[src/rtl/line_pkg.sv]
// Shared definitions for the line command queue: MMIO offsets, command entry
// layout and sequencer state encodings.
package line_pkg;

   localparam logic [2:0] OFF_X0   = 3'd0;
   localparam logic [2:0] OFF_Y0   = 3'd1;
   localparam logic [2:0] OFF_X1   = 3'd2;
   localparam logic [2:0] OFF_Y1   = 3'd3;
   localparam logic [2:0] OFF_COL  = 3'd4;
   localparam logic [2:0] OFF_TRIG = 3'd5;
   localparam logic [2:0] OFF_CLR  = 3'd6;

   localparam int CMD_W = 104;

   typedef struct packed {
      logic [9:0]  x0;
      logic [9:0]  y0;
      logic [9:0]  x1;
      logic [9:0]  y1;
      logic [31:0] color;
      logic [31:0] frame_base;
   } cmd_t;

   typedef enum logic [2:0] {
      S_IDLE,
      S_LD_X0,
      S_LD_Y0,
      S_LD_X1,
      S_LD_Y1,
      S_LD_COL,
      S_TRIG
   } seq_state_t;

endpackage

[src/rtl/sync_fifo.sv]
// Show-ahead synchronous FIFO; a push into a full FIFO is taken only when a
// pop happens in the same cycle.
module sync_fifo #(
   parameter int WIDTH = 8,
   parameter int DEPTH = 8,
   localparam int AW = $clog2(DEPTH),
   localparam int CW = AW + 1
) (
   input  logic             clk,
   input  logic             rst_n,
   input  logic             push,
   input  logic             pop,
   input  logic [WIDTH-1:0] din,
   output logic [WIDTH-1:0] head,
   output logic             full,
   output logic             empty,
   output logic [CW-1:0]    count
);

   logic [WIDTH-1:0] mem [DEPTH];
   logic [AW-1:0]    wr_ptr;
   logic [AW-1:0]    rd_ptr;
   logic             wr_en;
   logic             rd_en;

   assign full  = (count == CW'(DEPTH));
   assign empty = (count == '0);
   assign wr_en = push && (!full || pop);
   assign rd_en = pop && !empty;
   assign head  = mem[rd_ptr];

   always_ff @(posedge clk) begin
      if (wr_en) mem[wr_ptr] <= din;
   end

   always_ff @(posedge clk or negedge rst_n) begin
      if (!rst_n) begin
         wr_ptr <= '0;
         rd_ptr <= '0;
         count  <= '0;
      end else begin
         if (wr_en) wr_ptr <= wr_ptr + 1'b1;
         if (rd_en) rd_ptr <= rd_ptr + 1'b1;
         case ({wr_en, rd_en})
            2'b10:   count <= count + 1'b1;
            2'b01:   count <= count - 1'b1;
            default: count <= count;
         endcase
      end
   end

endmodule

[src/rtl/line_cmd_queue.sv]
// MMIO command buffer for the line engine: staging registers, a command FIFO
// and a sequencer that replays each queued command into the engine's load port.
module line_cmd_queue
   import line_pkg::*;
#(
   parameter int DEPTH = 8,
   parameter int CW    = $clog2(DEPTH) + 1
) (
   input  logic        clk,
   input  logic        rst_n,
   input  logic        cpu_we,
   input  logic [2:0]  cpu_addr,
   input  logic [31:0] cpu_din,
   output logic [31:0] cpu_dout,
   input  logic [31:0] frame_base,
   input  logic        LE_ready,
   output logic [9:0]  LE_point,
   output logic [31:0] LE_color,
   output logic        LE_x0_valid,
   output logic        LE_y0_valid,
   output logic        LE_x1_valid,
   output logic        LE_y1_valid,
   output logic        LE_color_valid,
   output logic        LE_trigger,
   output logic [31:0] LE_frame_base,
   output logic        q_busy
);

   logic [9:0]  stg_x0, stg_y0, stg_x1, stg_y1;
   logic [31:0] stg_color;
   logic        overflow;
   cmd_t        new_cmd;
   cmd_t        head;
   logic        full, empty, pop, push_req, push_ok;
   logic [CW-1:0] count;
   seq_state_t  state;

   assign new_cmd  = {stg_x0, stg_y0, stg_x1, stg_y1, stg_color, frame_base};
   assign push_req = cpu_we && (cpu_addr == OFF_TRIG);
   assign pop      = (state == S_TRIG);
   assign push_ok  = push_req && (!full || pop);
   assign q_busy   = !empty || (state != S_IDLE) || !LE_ready;
   assign cpu_dout = {16'b0, 12'(count), overflow, q_busy, full, empty};

   sync_fifo #(.WIDTH(CMD_W), .DEPTH(DEPTH)) u_fifo (
      .clk   (clk),
      .rst_n (rst_n),
      .push  (push_req),
      .pop   (pop),
      .din   (new_cmd),
      .head  (head),
      .full  (full),
      .empty (empty),
      .count (count)
   );

   // Staging registers persist across pushes; overflow set beats clear.
   always_ff @(posedge clk or negedge rst_n) begin
      if (!rst_n) begin
         stg_x0    <= '0;
         stg_y0    <= '0;
         stg_x1    <= '0;
         stg_y1    <= '0;
         stg_color <= '0;
         overflow  <= 1'b0;
      end else begin
         if (cpu_we) begin
            case (cpu_addr)
               OFF_X0:  stg_x0    <= cpu_din[9:0];
               OFF_Y0:  stg_y0    <= cpu_din[9:0];
               OFF_X1:  stg_x1    <= cpu_din[9:0];
               OFF_Y1:  stg_y1    <= cpu_din[9:0];
               OFF_COL: stg_color <= cpu_din;
               default: ;
            endcase
         end
         if (push_req && !push_ok)
            overflow <= 1'b1;
         else if (cpu_we && (cpu_addr == OFF_CLR))
            overflow <= 1'b0;
      end
   end

   // Outputs are registered alongside the state, zero whenever their strobe is low.
   always_ff @(posedge clk or negedge rst_n) begin
      if (!rst_n) begin
         state          <= S_IDLE;
         LE_point       <= '0;
         LE_color       <= '0;
         LE_frame_base  <= '0;
         LE_x0_valid    <= 1'b0;
         LE_y0_valid    <= 1'b0;
         LE_x1_valid    <= 1'b0;
         LE_y1_valid    <= 1'b0;
         LE_color_valid <= 1'b0;
         LE_trigger     <= 1'b0;
      end else begin
         LE_point       <= '0;
         LE_color       <= '0;
         LE_frame_base  <= '0;
         LE_x0_valid    <= 1'b0;
         LE_y0_valid    <= 1'b0;
         LE_x1_valid    <= 1'b0;
         LE_y1_valid    <= 1'b0;
         LE_color_valid <= 1'b0;
         LE_trigger     <= 1'b0;
         case (state)
            S_IDLE: begin
               if (!empty && LE_ready) begin
                  state       <= S_LD_X0;
                  LE_x0_valid <= 1'b1;
                  LE_point    <= head.x0;
               end
            end
            S_LD_X0: begin
               state       <= S_LD_Y0;
               LE_y0_valid <= 1'b1;
               LE_point    <= head.y0;
            end
            S_LD_Y0: begin
               state       <= S_LD_X1;
               LE_x1_valid <= 1'b1;
               LE_point    <= head.x1;
            end
            S_LD_X1: begin
               state       <= S_LD_Y1;
               LE_y1_valid <= 1'b1;
               LE_point    <= head.y1;
            end
            S_LD_Y1: begin
               state          <= S_LD_COL;
               LE_color_valid <= 1'b1;
               LE_color       <= head.color;
            end
            S_LD_COL: begin
               state         <= S_TRIG;
               LE_trigger    <= 1'b1;
               LE_frame_base <= head.frame_base;
            end
            default: state <= S_IDLE;
         endcase
      end
   end

endmodule

[config.mk]
export PLATFORM = sky130hd
export DESIGN_NAME = line_cmd_queue
export DESIGN_NICKNAME = d
export VERILOG_FILES = /design/src/rtl/line_pkg.sv /design/src/rtl/sync_fifo.sv /design/src/rtl/line_cmd_queue.sv
export SDC_FILE = /design/constraint.sdc
export NUM_CORES = 1
export LEC_CHECK = 0
export ABC_AREA = 1
export CORE_MARGIN = 1.5
export CORE_UTILIZATION = 45
export CTS_CLUSTER_SIZE = 30
export DETAILED_ROUTE_END_ITERATION = 10
export PLACE_DENSITY = 0.77
export RECOVER_POWER = 100
export SETUP_SLACK_MARGIN = 0.15
export SYNTH_ARGS = -nofsm -noshare
export SYNTH_HDL_FRONTEND = slang
export SYNTH_SLANG_ARGS = --single-unit
[constraint.sdc]
create_clock -name clk -period 9.15 [get_ports clk]
set_input_delay 2.745 -clock clk [delete_from_list [all_inputs] [get_ports clk]]
set_output_delay 2.745 -clock clk [all_outputs]
set_load 0.03 [all_outputs]
Yosys cells after proc, flatten, opt, wreduce, memory -nomap -nowiden
Memories as Yosys holds them, arrays and structs flattened.
Index checks and enable logic that the tools add are counted.

cells by class
  add/sub/neg operators = 4
  multipliers = 0
  divide/modulo/power cells = 0
  order comparisons = 0
  equality and inequality tests = 16
  shift-type cells = 0
  mux-type cells = 18
  bitwise logic cells = 0
  reductions and logical operators = 24

operators by type and width
  cell                                                                number
  32-bit 2-to-1 mux                                                   2
  10-bit one-hot mux with 4 select lines                              1
  3-bit == test, second input constant                                6
  3-bit one-hot mux with 6 select lines                               1
  3-bit by 2-bit == test with 1-bit output, second input constant     4
  1-bit 2-to-1 mux                                                    11
  10-bit 2-to-1 mux                                                   1
  2-bit AND reduction                                                 5
  4-bit one-hot mux with 2 select lines                               1
  3-bit by 1-bit adder with 3-bit output, second input constant       2
  3-bit by 1-bit == test with 1-bit output, second input constant     2
  1-bit logical AND                                                   6
  3-bit logical NOT                                                   2
  4-bit by 1-bit adder with 4-bit output, second input constant       1
  4-bit == test, second input constant                                1
  1-bit logical NOT                                                   4
  4-bit logical NOT                                                   1
  2-bit nonzero test                                                  2
  4-bit by 1-bit subtractor with 4-bit output, second input constant  1
  1-bit logical OR                                                    3
  3-bit 2-to-1 mux                                                    1
  3-bit nonzero test                                                  1
  2-bit by 1-bit == test with 1-bit output, second input constant     1
  2-bit == test, second input constant                                1
  2-bit inequality test, second input constant                        1

storage, ports and cells
  bits in registers = 166
  latch bits = 0
  RAM bits = 832
  bits in read-only memories = 0
  input port bits = 71
  logic and storage cells = 82
  memories kept = 1

memory list
  name        words  width  read ports  clocked after memory_dff  wr ports  line             text
  u_fifo.mem  8      104    1           0                         1         sync_fifo.sv:20  logic [WIDTH-1:0] mem [DEPTH];

Longest topological paths before layout
  depth in word-level cells = 7
  depth in mapped cells = 14
  depth with buffers taken out = 14

Modules after synthesis
A second synthesis with hierarchy kept.

second synthesis, totals
  cells, all modules = 4354
  area total of the unflattened synthesis = 42650.9 um2

modules (own cells, without submodules)
  module          times used  cells each  area each (um2)  sequential area each (um2)
  sync_fifo       1           3683        36487.5          25234.2
  line_cmd_queue  1           671         6163.4           3903.7

Least setup slack after synthesis
No wires, ideal clock.

  kind = input port to flip-flop
  start = in cpu_we
  end = mem u_fifo.mem[1][0] (netlist name), enable pin
  setup time = 695 ps
  arrival = 10440 ps
  slack = -1985 ps
  stages on the path = 4
  buffers on the path = 0
  path through = nand2_1 > nor3b_1 > nand2_1 > nor3_1

on the way
  cells in the longest elaborated chain, start to end = 4

ends and longest elaborated chain
  item                                    line                  text
  from (decl)                             line_cmd_queue.sv:11  input logic cpu_we,
  1-bit logical AND                       line_cmd_queue.sv:39  assign push_req = cpu_we && (cpu_addr == OFF_TRIG);
  1-bit logical AND                       sync_fifo.sv:28       assign wr_en = push && (!full || pop);
  1-bit 2-to-1 mux                        sync_fifo.sv:33       if (wr_en) mem[wr_ptr] <= din;
  1-bit 2-to-1 mux (not written as such)  sync_fifo.sv:33
  to (decl)                               sync_fifo.sv:20

No other way between the ends.

Worst setup path in the final report
  start = reg u_fifo.rd_ptr[0]
  end = reg LE_frame_base[22]

on the way
  cells in the longest elaborated chain, start to end = 2

ends and longest elaborated chain
  item                    line                   text
  from (decl)             sync_fifo.sv:22        logic [AW-1:0] rd_ptr;
  from (signal assigned)  sync_fifo.sv:43        if (rd_en) rd_ptr <= rd_ptr + 1'b1;
  memory 8 x 104 bit      n/a
  32-bit 2-to-1 mux       line_cmd_queue.sv:107  case (state)
  to (signal assigned)    line_cmd_queue.sv:138  LE_frame_base <= head.frame_base;
  to (decl)               line_cmd_queue.sv:25   output logic [31:0] LE_frame_base,

No other way between the ends.
A chain may end at the register's enable or synchronous reset.

==> impl_metrics.csv <==
group,metric,value,unit
synthesis,syn_area,0.0393,mm^2
route,drtIter0Drc,2510,
placement,hpwl,46.4,mm
route,routed_via_density,5.31,
critical_path,path_cells,"inv_8, clkbuf_2, o21ai_0, o22ai_1, nor2_1, nor2_1",
final_layout,drive_gt1_share,5.93,%
sta,max_slew_margin,-212,%
die,ioPinCount,184,
grt,grt_antenna_before_repair,10,
critical_path,crit_arrival,8.26,ns
route,top_layer,"met5",
die,die_h,299,um
synthesis,yosys_warnings,0,
route,drtAntennaViolNets,0,
cts,post_cts_buffers,0,
sta,worstMarginPinSlew,4.69,ns
synthesis,ys_types,27,
critical_path,crit_path_end_kind,"flop",
sta,setup_viol,0,
sta,fmax,129,MHz
pwr,power.density,295,mW/mm^2
final_layout,multiInputGateArea,0.00819,mm^2
final_layout,layout.nets,3434,
die,fp.dieW,299,um
final_layout,seq_area,0.0291,mm^2
route,wl,89.3,mm
route,met2_length,44.9,mm
synthesis,ys_ff_latch,998,
pwr,leakagePower,0.0171,uW
sta,min_period,7.72,ns
cts,ctsResizeCount,0,
route,wl_met1,35.7,mm
die,std_cell_rows,108,
placement,gp_congestion,0.785,
grt,grt_max_degree,222,
sta,setup_ws,1.43,ns
cts,clkTransAtPathRegs,0.06,ns
run,drv_cap,27,
grt,grt_pass1_vias,24223,
sta,report.final.slew_viol_count,1322,
grt,overflow,0,
cts,h-tree-depth,3,
route,wl_met3,5.65,mm
pwr,irDropWorstVdd,0.211,mV
sta,hold_ws,0.541,ns
die,start_util,45.4,%
die,core-area,0.0868,mm^2
status,failed_checks,"capacitance limit, slew limit",
cts,cts_buffers,95,
cts,clkLatencyLatePin,0.65,ns
cts,cts_buffer_depth,3,
critical_path,r2r_slack,1.43,ns
grt,grt_usage,19.7,%
sta,hold_violations,0,
die,die_area,0.0892,mm^2
final_layout,area_growth,14.2,%
critical_path,crit_top_cell,"nor2_1",
route,drt_pre_antenna_iters,6,
critical_path,cp.required,9.68,ns
route,vias,24390,
sta,rsz0062_at_grt,"no",
cts,cts_tree,"built",
synthesis,syn-mean-instance-area,12.1,um^2
status,status,"finished with violations",
final_layout,fillers,7044,
critical_path,path_class,"reg -> reg",
cts,clock-sinks,998,
min_path,hp-class,"reg -> reg",
critical_path,critPathLaunchType,"flop",
cts,root_buffer,"clkbuf_16",
cts,cts_hold_buf,0,
critical_path,cpPeakStageDelay,2.39,ns
placement,portBuffers,159,
grt,grt_pass1_wl,137,mm
route,drc,0,
synthesis,synthCells,3255,
critical_path,cpMaxStageDelayCell,"dfrtp_1",
pwr,p_total,13200,uW
sta,period_share,84.4,%
critical_path,worstPathMaxFanout,221,
sta,skew,0.0234,ns
synthesis,ys_seq_area_share,74.1,%
route,wl_per_cell,19.4,um
placement,place_ws,2.10,ns
flip-flops by register name (all words and copies together), names as in the netlist, 4 cells and up:
name,flops
u_fifo.mem,832
LE_frame_base,32
stg_x0,10
LE_point,10
stg_color,32
stg_x1,10
stg_y0,10
LE_color,32
u_fifo.count,4
stg_y1,10
cells in the mapped netlist:
cell      count  area [um^2]
o21ai_1     153          766
nor3b_1       1         7.51
nor2_1      463         1740
mux2_2       22          248
conb_1        1         3.75
buf_4        51          383
inv_1       251          942
xnor2_1       1         8.76
xor2_1        5         43.8
dfrtp_1     166         4150
buf_6        18          203
ha_1          5         62.6
clkbuf_2      5         25.0
edfxtp_1    832        25000
o21ai_0     157          786
buf_1        27          101
inv_2         2         7.51
nor4_1        1         6.26
clkbuf_1     60          225
nor3_1        7         35.0
nand4_1       3         18.8
o211ai_1     65          488
o22ai_1      64          400
nand3_1     230         1150
nand2_1     613         2300
buf_2        49          245
a21oi_1       3         15.0
per-layer routing:
metal | GRT usage (%) | vias up
li1 | - | 11303
met1 | 25.4 | 11947
met2 | 33.7 | 953
met3 | 2.73 | 185
met4 | 8.30 | 2
met5 | 0 | -
per-stage QoR:
stage	setup TNS (ns)	util (%)	cells	area [um^2]
detailed placement	0	48.1	4416	41700
CTS	0	52.0	4593	45100
global route	0	51.8	4595	44900
floorplan	-825.92	-	3278	39400
global placement	0	48.1	4416	41700
finish	0	51.8	4596	44900
critical path: cells and delay by family (launching register included):
family                 cells  cell delay [ns]
AO/OA/AOI/OAI              2             1.38
buffers and inverters      2             2.96
AND/OR/NAND/NOR            2             0.27
flip-flops                 1             2.39
layout make-up:
| class | instances | area share, % |
|---|---|---|
| sequential | 998 | 64.9 |
| clock inverter | 64 | 1.79 |
| inverter | 253 | 2.14 |
| antenna | 3 | 0.0167 |
| multi-input combinational | 1817 | 18.2 |
| timing repair buffer | 193 | 4.03 |
| tap | 1155 | 3.22 |
| clock buffer | 113 | 5.72 |
power by group:
part	internal, uW	switching (uW)	total [uW]
combinational	1070	2280	3350
sequential	5310	362	5670
clock	2520	1690	4210
total	8900	4330	13200
path summary, 6_finish.rpt:
kind | cells past startpoint | start | to
hold / removal | 2 | u_fifo.wr_ptr[0] | u_fifo.wr_ptr[0]
setup reg to reg | 6 | u_fifo.rd_ptr[0] | LE_frame_base[22]
setup / recovery | 6 | u_fifo.rd_ptr[0] | LE_frame_base[22]
min in group asynchronous | 1 | rst_n | stg_color[23]
hold reg to reg | 2 | u_fifo.wr_ptr[0] | u_fifo.wr_ptr[0]
max in group asynchronous | 2 | rst_n | u_fifo.rd_ptr[1]
kinds of logic after synthesis:
logic type               synth area share [%]
multiplexers                            0.630
AND/OR/NAND/NOR                          13.4
flip-flops                               74.1
adder cells (fa/ha/maj)                 0.159
XOR/XNOR                                0.134
other                                 0.00953
buffers and inverters                    5.42
AO/OA/AOI/OAI                            6.24
cell usage in the layout (no fill, tap or decap), types with 7 or more instances in the layout:
master	instances
buf_4	11
bufinv_16	18
clkbuf_1	24
clkbuf_16	98
clkdlybuf4s50_1	34
clkinv_1	13
clkinv_2	21
conb_1	24
dfrtp_1	164
dlygate4sd3_1	124
edfxtp_1	832
inv_1	251
mux2_2	22
nand2_1	613
nand3_1	229
nor2_1	461
nor3_1	7
o211ai_1	65
o21ai_0	158
o21ai_1	152
o22ai_1	64
Note: power is estimated with default switching activity, not from simulation.
